<file path="src/rtl/exe_stage_mc.sv">
// Execute stage: operand forwarding, operand-2 generation, single-cycle ALU and an
// iterative shift-add multiplier, all behind a valid/ready EXE/MEM output register.
module exe_stage_mc #(
    parameter int DATA_W   = 32,
    parameter int FWD_SRC  = 2,
    parameter int MUL_BITS = 4,
    parameter int SEL_W    = $clog2(FWD_SRC + 1)
) (
    input  logic                      clk,
    input  logic                      rst,
    input  logic                      in_valid,
    output logic                      in_ready,
    input  logic                      flush,
    input  logic [3:0]                exe_cmd,
    input  logic                      wb_en_in,
    input  logic                      mem_r_en_in,
    input  logic                      mem_w_en_in,
    input  logic                      s_in,
    input  logic [DATA_W-1:0]         pc_in,
    input  logic [DATA_W-1:0]         val_rn,
    input  logic [DATA_W-1:0]         val_rm,
    input  logic                      imm,
    input  logic [11:0]               shift_operand,
    input  logic [23:0]               imm_signed_24,
    input  logic [3:0]                sr_in,
    input  logic [3:0]                dest_in,
    input  logic [SEL_W-1:0]          sel_src_1,
    input  logic [SEL_W-1:0]          sel_src_2,
    input  logic [FWD_SRC*DATA_W-1:0] fwd_val,
    output logic                      out_valid,
    input  logic                      out_ready,
    output logic [DATA_W-1:0]         alu_result,
    output logic [DATA_W-1:0]         br_addr,
    output logic [DATA_W-1:0]         val_rm_out,
    output logic [3:0]                status,
    output logic                      status_we,
    output logic [3:0]                dest,
    output logic                      wb_en,
    output logic                      mem_r_en,
    output logic                      mem_w_en,
    output logic                      busy
);
    localparam int K   = DATA_W / MUL_BITS;
    localparam int SHW = $clog2(DATA_W);
    localparam int CW  = (K > 1) ? $clog2(K) : 1;

    localparam logic [3:0] CMD_MOV = 4'b0001, CMD_ADD = 4'b0010, CMD_ADC = 4'b0011;
    localparam logic [3:0] CMD_SUB = 4'b0100, CMD_SBC = 4'b0101, CMD_AND = 4'b0110;
    localparam logic [3:0] CMD_ORR = 4'b0111, CMD_EOR = 4'b1000, CMD_MVN = 4'b1001;
    localparam logic [3:0] CMD_MUL = 4'b1010;

    typedef enum logic [1:0] {S_IDLE, S_MUL, S_DONE} state_t;

    state_t              state_q, state_d;
    logic [CW-1:0]       cnt_q;
    logic [DATA_W-1:0]   mcand_q, mplier_q, acc_q;
    logic [DATA_W-1:0]   p_br_q, p_rm_q;
    logic [1:0]          p_cv_q;
    logic                p_s_q, p_wb_q, p_mr_q, p_mw_q;
    logic [3:0]          p_dest_q;

    logic                out_valid_q, s_q, wb_q, mr_q, mw_q;
    logic [DATA_W-1:0]   res_q, br_q, rm_q;
    logic [3:0]          status_q, dest_q;

    logic [DATA_W-1:0]   rn_f, rm_f, val2, imm_ext, b_op, alu_res, br_calc;
    logic [DATA_W:0]     sum;
    logic [SHW-1:0]      sh_amt, rot_amt;
    logic [3:0]          alu_flags;
    logic                cin, arith, accept, load_alu, load_mul, start_mul;

    function automatic logic [DATA_W-1:0] fwd_pick(input logic [SEL_W-1:0] sel,
                                                   input logic [DATA_W-1:0] reg_val,
                                                   input logic [FWD_SRC*DATA_W-1:0] srcs);
        fwd_pick = reg_val;
        for (int k = 1; k <= FWD_SRC; k++)
            if (int'(sel) == k) fwd_pick = srcs[(k-1)*DATA_W +: DATA_W];
    endfunction

    // Operand selection, operand 2 and the single-cycle ALU.
    always_comb begin
        rn_f    = fwd_pick(sel_src_1, val_rn, fwd_val);
        rm_f    = fwd_pick(sel_src_2, val_rm, fwd_val);
        sh_amt  = SHW'(32'(shift_operand[11:7]) % DATA_W);
        rot_amt = SHW'((32'(shift_operand[11:8]) << 1) % DATA_W);
        imm_ext = DATA_W'(shift_operand[7:0]);
        val2    = '0;
        if (mem_r_en_in | mem_w_en_in) begin
            val2 = DATA_W'(shift_operand);
        end else if (imm) begin
            val2 = (imm_ext >> rot_amt) | (imm_ext << (DATA_W - 32'(rot_amt)));
        end else begin
            unique case (shift_operand[6:5])
                2'b00:   val2 = rm_f << sh_amt;
                2'b01:   val2 = rm_f >> sh_amt;
                2'b10:   val2 = $signed(rm_f) >>> sh_amt;
                default: val2 = (rm_f >> sh_amt) | (rm_f << (DATA_W - 32'(sh_amt)));
            endcase
        end

        b_op      = val2;
        cin       = 1'b0;
        arith     = 1'b0;
        alu_res   = '0;
        alu_flags = sr_in;
        unique case (exe_cmd)
            CMD_ADD: arith = 1'b1;
            CMD_ADC: begin arith = 1'b1; cin = sr_in[1]; end
            CMD_SUB: begin arith = 1'b1; b_op = ~val2; cin = 1'b1; end
            CMD_SBC: begin arith = 1'b1; b_op = ~val2; cin = sr_in[1]; end
            default: ;
        endcase
        // Subtraction is rn + ~val2 + cin, so the carry out is the ARM "no borrow" C.
        sum = {1'b0, rn_f} + {1'b0, b_op} + (DATA_W+1)'(cin);
        unique case (exe_cmd)
            CMD_MOV: alu_res = val2;
            CMD_MVN: alu_res = ~val2;
            CMD_AND: alu_res = rn_f & val2;
            CMD_ORR: alu_res = rn_f | val2;
            CMD_EOR: alu_res = rn_f ^ val2;
            default: alu_res = arith ? sum[DATA_W-1:0] : '0;
        endcase
        if (arith)
            alu_flags = {alu_res[DATA_W-1], alu_res == '0, sum[DATA_W],
                         (rn_f[DATA_W-1] == b_op[DATA_W-1]) && (alu_res[DATA_W-1] != rn_f[DATA_W-1])};
        else if (exe_cmd inside {CMD_MOV, CMD_MVN, CMD_AND, CMD_ORR, CMD_EOR})
            alu_flags = {alu_res[DATA_W-1], alu_res == '0, sr_in[1:0]};

        br_calc = pc_in + DATA_W'($signed({imm_signed_24, 2'b00}));
    end

    // Handshake: a transfer happens on an edge where valid and ready are both high;
    // valid never depends on ready, and the output register holds while valid & ~ready.
    always_comb begin
        state_d   = state_q;
        in_ready  = rst & ~flush & (state_q == S_IDLE) & (~out_valid_q | out_ready);
        accept    = in_valid & in_ready;
        load_alu  = 1'b0;
        load_mul  = 1'b0;
        start_mul = 1'b0;
        unique case (state_q)
            S_IDLE: if (accept) begin
                if (exe_cmd == CMD_MUL) begin
                    start_mul = 1'b1;
                    state_d   = S_MUL;
                end else begin
                    load_alu = 1'b1;
                end
            end
            S_MUL:  if (cnt_q == CW'(K - 1)) state_d = S_DONE;
            S_DONE: if (~out_valid_q | out_ready) begin
                load_mul = 1'b1;
                state_d  = S_IDLE;
            end
            default: state_d = S_IDLE;
        endcase
        if (flush) begin
            state_d  = S_IDLE;
            load_mul = 1'b0;
        end
    end

    always_ff @(posedge clk) begin
        if (!rst) begin
            state_q  <= S_IDLE;    cnt_q    <= '0;
            mcand_q  <= '0;        mplier_q <= '0;    acc_q  <= '0;
            p_br_q   <= '0;        p_rm_q   <= '0;    p_cv_q <= '0;
            p_s_q    <= 1'b0;      p_wb_q   <= 1'b0;  p_mr_q <= 1'b0;
            p_mw_q   <= 1'b0;      p_dest_q <= '0;
            out_valid_q <= 1'b0;   res_q    <= '0;    br_q   <= '0;
            rm_q     <= '0;        status_q <= '0;    s_q    <= 1'b0;
            dest_q   <= '0;        wb_q     <= 1'b0;  mr_q   <= 1'b0;
            mw_q     <= 1'b0;
        end else begin
            state_q <= state_d;
            if (flush)                      out_valid_q <= 1'b0;
            else if (load_alu | load_mul)   out_valid_q <= 1'b1;
            else if (out_ready)             out_valid_q <= 1'b0;

            if (load_alu) begin
                res_q  <= alu_res;   status_q <= alu_flags; br_q <= br_calc;
                rm_q   <= rm_f;      s_q      <= s_in;      dest_q <= dest_in;
                wb_q   <= wb_en_in;  mr_q     <= mem_r_en_in; mw_q <= mem_w_en_in;
            end
            if (load_mul) begin
                res_q  <= acc_q;     status_q <= {acc_q[DATA_W-1], acc_q == '0, p_cv_q};
                br_q   <= p_br_q;    rm_q     <= p_rm_q;    s_q    <= p_s_q;
                dest_q <= p_dest_q;  wb_q     <= p_wb_q;    mr_q   <= p_mr_q;
                mw_q   <= p_mw_q;
            end

            if (start_mul) begin
                mcand_q <= rn_f;     mplier_q <= val2;      acc_q  <= '0;
                cnt_q   <= '0;       p_br_q   <= br_calc;   p_rm_q <= rm_f;
                p_cv_q  <= sr_in[1:0]; p_s_q  <= s_in;      p_dest_q <= dest_in;
                p_wb_q  <= wb_en_in; p_mr_q   <= mem_r_en_in; p_mw_q <= mem_w_en_in;
            end else if (flush) begin
                acc_q <= '0;
            end else if (state_q == S_MUL) begin
                // Multiplicand is pre-shifted, so each step adds mcand * digit << cnt*MUL_BITS.
                acc_q    <= acc_q + mcand_q * DATA_W'(mplier_q[MUL_BITS-1:0]);
                mcand_q  <= mcand_q << MUL_BITS;
                mplier_q <= mplier_q >> MUL_BITS;
                cnt_q    <= cnt_q + 1'b1;
            end
        end
    end

    assign out_valid  = out_valid_q;
    assign alu_result = res_q;
    assign br_addr    = br_q;
    assign val_rm_out = rm_q;
    assign status     = status_q;
    assign status_we  = s_q & out_valid_q;
    assign dest       = dest_q;
    assign wb_en      = wb_q;
    assign mem_r_en   = mr_q;
    assign mem_w_en   = mw_q;
    assign busy       = (state_q != S_IDLE);
endmodule

</file>
<file path="config.mk">
export PLATFORM = sky130hd
export DESIGN_NAME = exe_stage_mc
export DESIGN_NICKNAME = d
export VERILOG_FILES = /design/src/rtl/exe_stage_mc.sv
export SDC_FILE = /design/constraint.sdc
export NUM_CORES = 2
export LEC_CHECK = 0
export CORE_UTILIZATION = 45
export DETAILED_ROUTE_END_ITERATION = 7
export PLACE_DENSITY = 0.68
export RECOVER_POWER = 50
export SLEW_MARGIN = 0
export SYNTH_ARGS = -nofsm -noshare
export SYNTH_HDL_FRONTEND = slang
export SYNTH_SLANG_ARGS = --single-unit
export TNS_END_PERCENT = 5
</file>
<file path="constraint.sdc">
create_clock -name clk -period 8.71 [get_ports clk]
set_input_delay 1.3065 -clock clk [delete_from_list [all_inputs] [get_ports clk]]
set_output_delay 1.3065 -clock clk [all_outputs]
set_load 0.02 [all_outputs]
</file>
# After elaboration in Yosys (flattened, before gate mapping)
# Index checks and enable logic that the tools add are counted.
[word_totals] wordCells=153 in_bits=222 reg_bits=284
[op_classes] bitwise_logic=17 shift=6 n_reduce_logical=19 multipliers=1 eq_ne=26 n_addsub=7 mux=54
[ops] cell="2-to-1 mux 32 bit" count=20
[ops] cell="one-hot mux 32 bit (5 select lines)" count=1
[ops] cell="bitwise OR 32 bit" count=3
[ops] cell="one-hot mux 32 bit (3 select lines)" count=1
[ops] cell="adder 32 bit" count=2
[ops] cell="zero test 32 bit" count=2
[ops] cell="adder 32 x 32 -> 33 bit" count=1
[ops] cell="adder 33 x 1 -> 33 bit" count=1
[ops] cell="AND 32 bit" count=1
[ops] cell="multiplier 32 x 4 -> 32 bit" count=1
[ops] cell="NOT 32 bit" count=1
[ops] cell="left shift 32 x 32 -> 32 bit" count=1
[ops] cell="left shift 32 x 5 -> 32 bit" count=1
[ops] cell="left shift 8 x 32 -> 32 bit" count=1
[ops] cell=">> shifter 32 x 5 -> 32 bit" count=1
[ops] cell=">> shifter 8 x 5 -> 32 bit" count=1
[ops] cell=">>> shifter 32 x 5 -> 32 bit" count=1
[ops] cell="XOR 32 bit" count=1
[ops] cell="2-to-1 mux 4 bit" count=6
[ops] cell="2-to-1 mux 1 bit" count=20
[ops] cell="== test 4 x 3 -> 1 bit (second input constant)" count=4
[ops] cell="subtractor 6 x 5 -> 7 bit (first input constant)" count=2
[ops] cell="== test 2 bit (second input constant)" count=6
[ops] cell="== test 4 bit (second input constant)" count=3
[ops] cell="other kinds (24)" count=48

# Longest topological paths before layout
[depth] ltp_word=19 depth_mapped=35 mapped_depth_nobuf=26

# Worst setup path after synthesis
# Ideal clock, no wire load.
[synth_timing] path_type="input to register" startpoint="in shift_operand[7]" endpoint="reg status_q[2], in the netlist status[2]" setup_ps=84 arrival_ps=8699 setup_slack_ps=-73 stages=32 cell_sequence="buf_2 inv_2 buf_1 buf_2 buf_1 buf_1 ha_1 clkbuf_1 clkinv_1 buf_1 buf_1 mux4_2 o31ai_1 o21bai_1 a221oi_1 a211oi_1 o22ai_1 xnor2_1 ha_1 a21oi_1 o21ai_0 o221a_2 and3_1 a221oi_1 a21oi_1 nor2_1 o21ai_0 xnor2_1 a2111o_1 nor4_1 nand4_1 o31ai_2"
[synth_via] elab_chain_len=17 elab_cells_between_ends=26 classes_between="3 x add/sub; 6 x shift; 10 x mux; 6 x bitwise; 1 x reduce/logical"
[synth_lines] element="start, declared" line_no="23" text="input logic [11:0] shift_operand,"
[synth_lines] element="subtractor 6 x 5 -> 7 bit" line_no="97" text="default: val2 = (rm_f >> sh_amt) | (rm_f << (DATA_W - 32'(sh_amt)));"
[synth_lines] element="left shift 32 x 32 -> 32 bit" line_no="97"
[synth_lines] element="bitwise OR 32 bit" line_no="97"
[synth_lines] element="one-hot mux 32 bit (3 select lines)" line_no="93" text="unique case (shift_operand[6:5])"
[synth_lines] element="2-to-1 mux 32 bit" line_no="90" text="end else if (imm) begin"
[synth_lines] element="2-to-1 mux 32 bit *" line_no="88" text="if (mem_r_en_in | mem_w_en_in) begin"
[synth_lines] element="NOT 32 bit" line_no="109, 110, 117"
[synth_lines] element="2-to-1 mux 32 bit"
[synth_lines] element="adder 32 x 32 -> 33 bit" line_no="114" text="sum = {1'b0, rn_f} + {1'b0, b_op} + (DATA_W+1)'(cin);"
[synth_lines] element="adder 33 x 1 -> 33 bit" line_no="114"
[synth_lines] element="2-to-1 mux 32 bit" line_no="121" text="default: alu_res = arith ? sum[DATA_W-1:0] : '0;"
[synth_lines] element="one-hot mux 32 bit (5 select lines) *" line_no="115" text="unique case (exe_cmd)"
[synth_lines] element="zero test 32 bit *" line_no="124, 127"
[synth_lines] element="2-to-1 mux 4 bit" line_no="126" text="else if (exe_cmd inside {CMD_MOV, CMD_MVN, CMD_AND, CMD_ORR, CMD_EOR})"
[synth_lines] element="2-to-1 mux 4 bit *" line_no="123" text="if (arith)"
[synth_lines] element="2-to-1 mux 4 bit *" line_no="180" text="if (load_alu) begin"
[synth_lines] element="2-to-1 mux 4 bit *" line_no="185" text="if (load_mul) begin"
[synth_lines] element="end signal, assigned" line_no="181" text="res_q <= alu_res; status_q <= alu_flags; br_q <= br_calc;"
[synth_lines] element="end signal, assigned" line_no="186" text="res_q <= acc_q; status_q <= {acc_q[DATA_W-1], acc_q == '0, p_cv_q};"
[synth_lines] element="end, declared" line_no="64" text="logic [3:0] status_q, dest_q;"
# Every way passes the cells marked *; elsewhere a longest branch is shown, timed or not. The select of a mux whose other input is x is not followed.
# A chain may end at the register's enable or synchronous reset.

# Final worst setup path
[layout_timing] startpoint="in shift_operand[8]" endpoint="reg status_q[2], in the netlist status[2]"
# The elaborated chain is that of the path after synthesis.

==> results.cfg <==
[drt]
antenna_left = 0
vias = 38600
dr_wl_met3_mm = 19.4
drt-met1-wl_mm = 66.2
dr_wl_met2_mm = 77.9
firstDrtPassIters = 8
wl_mm = 179
maxUsedRoutingLayer = met5
drt_iter0_markers = 4910
viasPerCell = 6.78
wl_per_cell_um = 31.5
post-route-drc-count = 2

[worst_setup_path]
worstSetupPathType = input port to register
cpMostUsedCell = buf_4
crit_slowest_cell = xnor2_2
r2r_cells = 20
required_ps = 9220
r2r-end = acc_q[31]$_SDFFE_PP0P_
endpoint_kind = register
timing.rr.start = mplier_q[2]$_SDFFE_PN0P_
cp.buffers_inverters = 5
crit_path_start_kind = input port
cp_max_fo = 15
path_delay_family = compound AO/OA/AOI/OAI gates
reg2reg_slack_ps = 2570
arrival_ps = 8590
cp_slowest_stage_delay_ps = 1010

[yosys]
ys_top_cells_by_area = dfxtp_1 17%, nand2_1 7.6%, mux2i_1 6.5%
synth_top_family_by_area = compound AO/OA/AOI/OAI gates
ys.warnings.count = 0
syn-num-nets = 4798
synth_seq_area_share_pct = 17.4
synth-simple-area-share_pct = 20.7
synth_compound_area_share_pct = 26.3
synth_edf_count = 0
syn_area_per_cell_sq_um = 7.54
synth_cell_types = 88
async_reset_ff_share_pct = 0
synth.cells.most_frequent = 662 x nand2_1, 337 x nor2_1, 294 x a21oi_1, 284 x dfxtp_1, 254 x o21ai_0
synthAdderAreaFrac_pct = 11.8
syn_inst = 4323
yosysTopAreaCellShare_pct = 17.4
ys_ff_latch = 284
muxShareOfSynthArea_pct = 14.4
ys.flop_type = dfxtp_1
netlist_area_sq_um = 32600
synthXorXnorAreaFrac_pct = 3.30
synth.most_common_cell = nand2_1
synth_top_cell_by_area = dfxtp_1

[clock_tree]
path_clk_slew_ps = 60
clock_sinks = 284
ctsRootBufferMaster = clkbuf_16
htree_levels = 2
cts_buffers = 35
clk_path_buf_depth = 3
cts_resized = 0
post-cts-setup-buffers = 0
cts_tree = built
cts_hold_buf = 0
clk_latency_ps = 590

[hold_path]
worstHoldPathCells = 2
min_to = p_mw_q$_SDFFE_PN0P_
hp-start = p_mw_q$_SDFFE_PN0P_
hp-class = register to register

[final_layout]
finalNonFillerCells = 5687
area_growth_pct = 21.8
finalNetCount = 5177
utilization_pct = 55.5
final_area_sq_um = 39700
drive_gt1_share_pct = 13.1

[timing]
period_needed_ps = 8080
hold_violations = 0
rsz0062_at_grt = false
slew_viol_final = 363
period_share_pct = 92.8
fin_setup_tns_ps = 0
clock_skew_ps = 37.8
relSlewSlack_pct = -176
setup_violations = 0
worstMarginPinSlew_ps = 4140
fmax_ghz = 0.124

[floorplanning]
start_util_pct = 45.5
rows = 98
io_pins = 333
fp.dieW_um = 271
coreArea_sq_um = 71600
dieArea_sq_um = 73500
die_y_um = 271

[global_route]
antenna_found_initial = 9
grt_pass1_vias = 36000
grt-ovfl-total = 0
track_usage_pct = 47.1
grt_max_degree = 117
grt_pass1_wl_mm = 255

[placement]
dpl-instance-area_sq_um = 38500
gp_congestion = 1.15
placed_cells = 5615
io_buffers = 332
hpwl_mm = 139

[pwr]
power.density_nw_per_um2 = 135
leakage_uw = 0.0167
p_total_uw = 5340
ir_worst_vdd_v = 0.000193

[run]
maxCapViolations = 6

[status]
status = finished, violations left
violations = DRC, capacitance limit, slew limit
[routing by layer]
layer  track usage [%]  up-vias
met5                 0        -
met4              32.9        8
met3              13.0      725
met2              72.9     2514
met1              56.5    18700
li1                  -    16700
[through the flow]
| step | hold slack, ps | worst slack [ps] |
|---|---|---|
| 6_report | 452 | 628 |
| 5_1_grt | 465 | 413 |
| 4_1_cts | 455 | 916 |
| 3_5_place_dp | 445 | 347 |
| 3_3_place_gp | 441 | 377 |
| 2_1_floorplan | 432 | 8.78 |
[layout by cell type, fill, tap and decap left out, types with 18 or more instances in the layout]
| cell | count |
|---|---|
| a221oi_1 | 54 |
| o22ai_1 | 79 |
| nand4_1 | 23 |
| mux2i_1 | 211 |
| o21a_1 | 22 |
| a21oi_1 | 294 |
| o21ai_0 | 254 |
| buf_4 | 334 |
| dlygate4sd3_1 | 112 |
| xor2_1 | 46 |
| mux4_2 | 77 |
| and2_1 | 52 |
| a21o_1 | 33 |
| mux2_2 | 73 |
| nor2_1 | 329 |
| nor3_1 | 56 |
| nor4_1 | 29 |
| inv_1 | 160 |
| o221ai_1 | 26 |
| nor2b_1 | 55 |
| ha_1 | 164 |
| nand2b_1 | 40 |
| clkdlybuf4s50_1 | 208 |
| a221o_1 | 18 |
| nand3_1 | 181 |
| o211ai_1 | 44 |
| dfxtp_1 | 284 |
| clkbuf_16 | 35 |
| a31oi_1 | 53 |
| nand2_1 | 662 |
| fa_1 | 89 |
| xnor2_1 | 75 |
| a211oi_1 | 85 |
| a22oi_1 | 104 |
[where the power goes]
group          internal, uW  leakage (uW)  switching (uW)  total [uW]
registers              1330       0.00229            18.7        1340
clock network           959      0.000604             646        1610
logic                   886        0.0138            1510        2390
total                  3170        0.0167            2170        5340
[final cells by class]
cell class	count	area, sq um
Antenna cell	9	22.5
Tap cell	950	1190
Fill cell	6858	31900
Inverter	166	626
Multi-Input combinational cell	3543	25000
Clock buffer	48	995
Sequential cell	284	5690
Timing Repair Buffer	672	5930
Clock inverter	15	243
[tightest hold or removal path: cells and delay by family (launching register included)]
family        cells  cell delay [ps]
flops             1              310
simple gates      2              110
[cell families after synthesis]
kind of cell	after synthesis
and+or+nand+nor	1520
buffers and inverters	496
muxes	362
AOI/OAI and AO/OA	1285
adders and majority gates	253
DFF	284
xor gates and xnor gates	123
[registers in the layout, summed over array words and instances (netlist names), 32 cells and up]
register	cells
acc_q	32
alu_result	32
br_addr	32
mcand_q	32
mplier_q	32
p_br_q	32
p_rm_q	32
val_rm_out	32
[how the worst max path moves through the flow]
stage / start / end / slack [ps] / cells past startpoint
2_1_floorplan: shift_operand[7] / status[2]$_SDFFE_PN0P_ / 9 / 31
3_3_place_gp: sel_src_2[1] / status[2]$_SDFFE_PN0P_ / 380 / 24
3_5_place_dp: sel_src_2[0] / status[2]$_SDFFE_PN0P_ / 350 / 28
4_1_cts: sel_src_2[0] / status[2]$_SDFFE_PN0P_ / 920 / 28
5_1_grt: shift_operand[8] / status[2]$_SDFFE_PN0P_ / 410 / 30
6_report: shift_operand[8] / status[2]$_SDFFE_PN0P_ / 630 / 29
No activity file was read; power rests on OpenSTA's default activity.
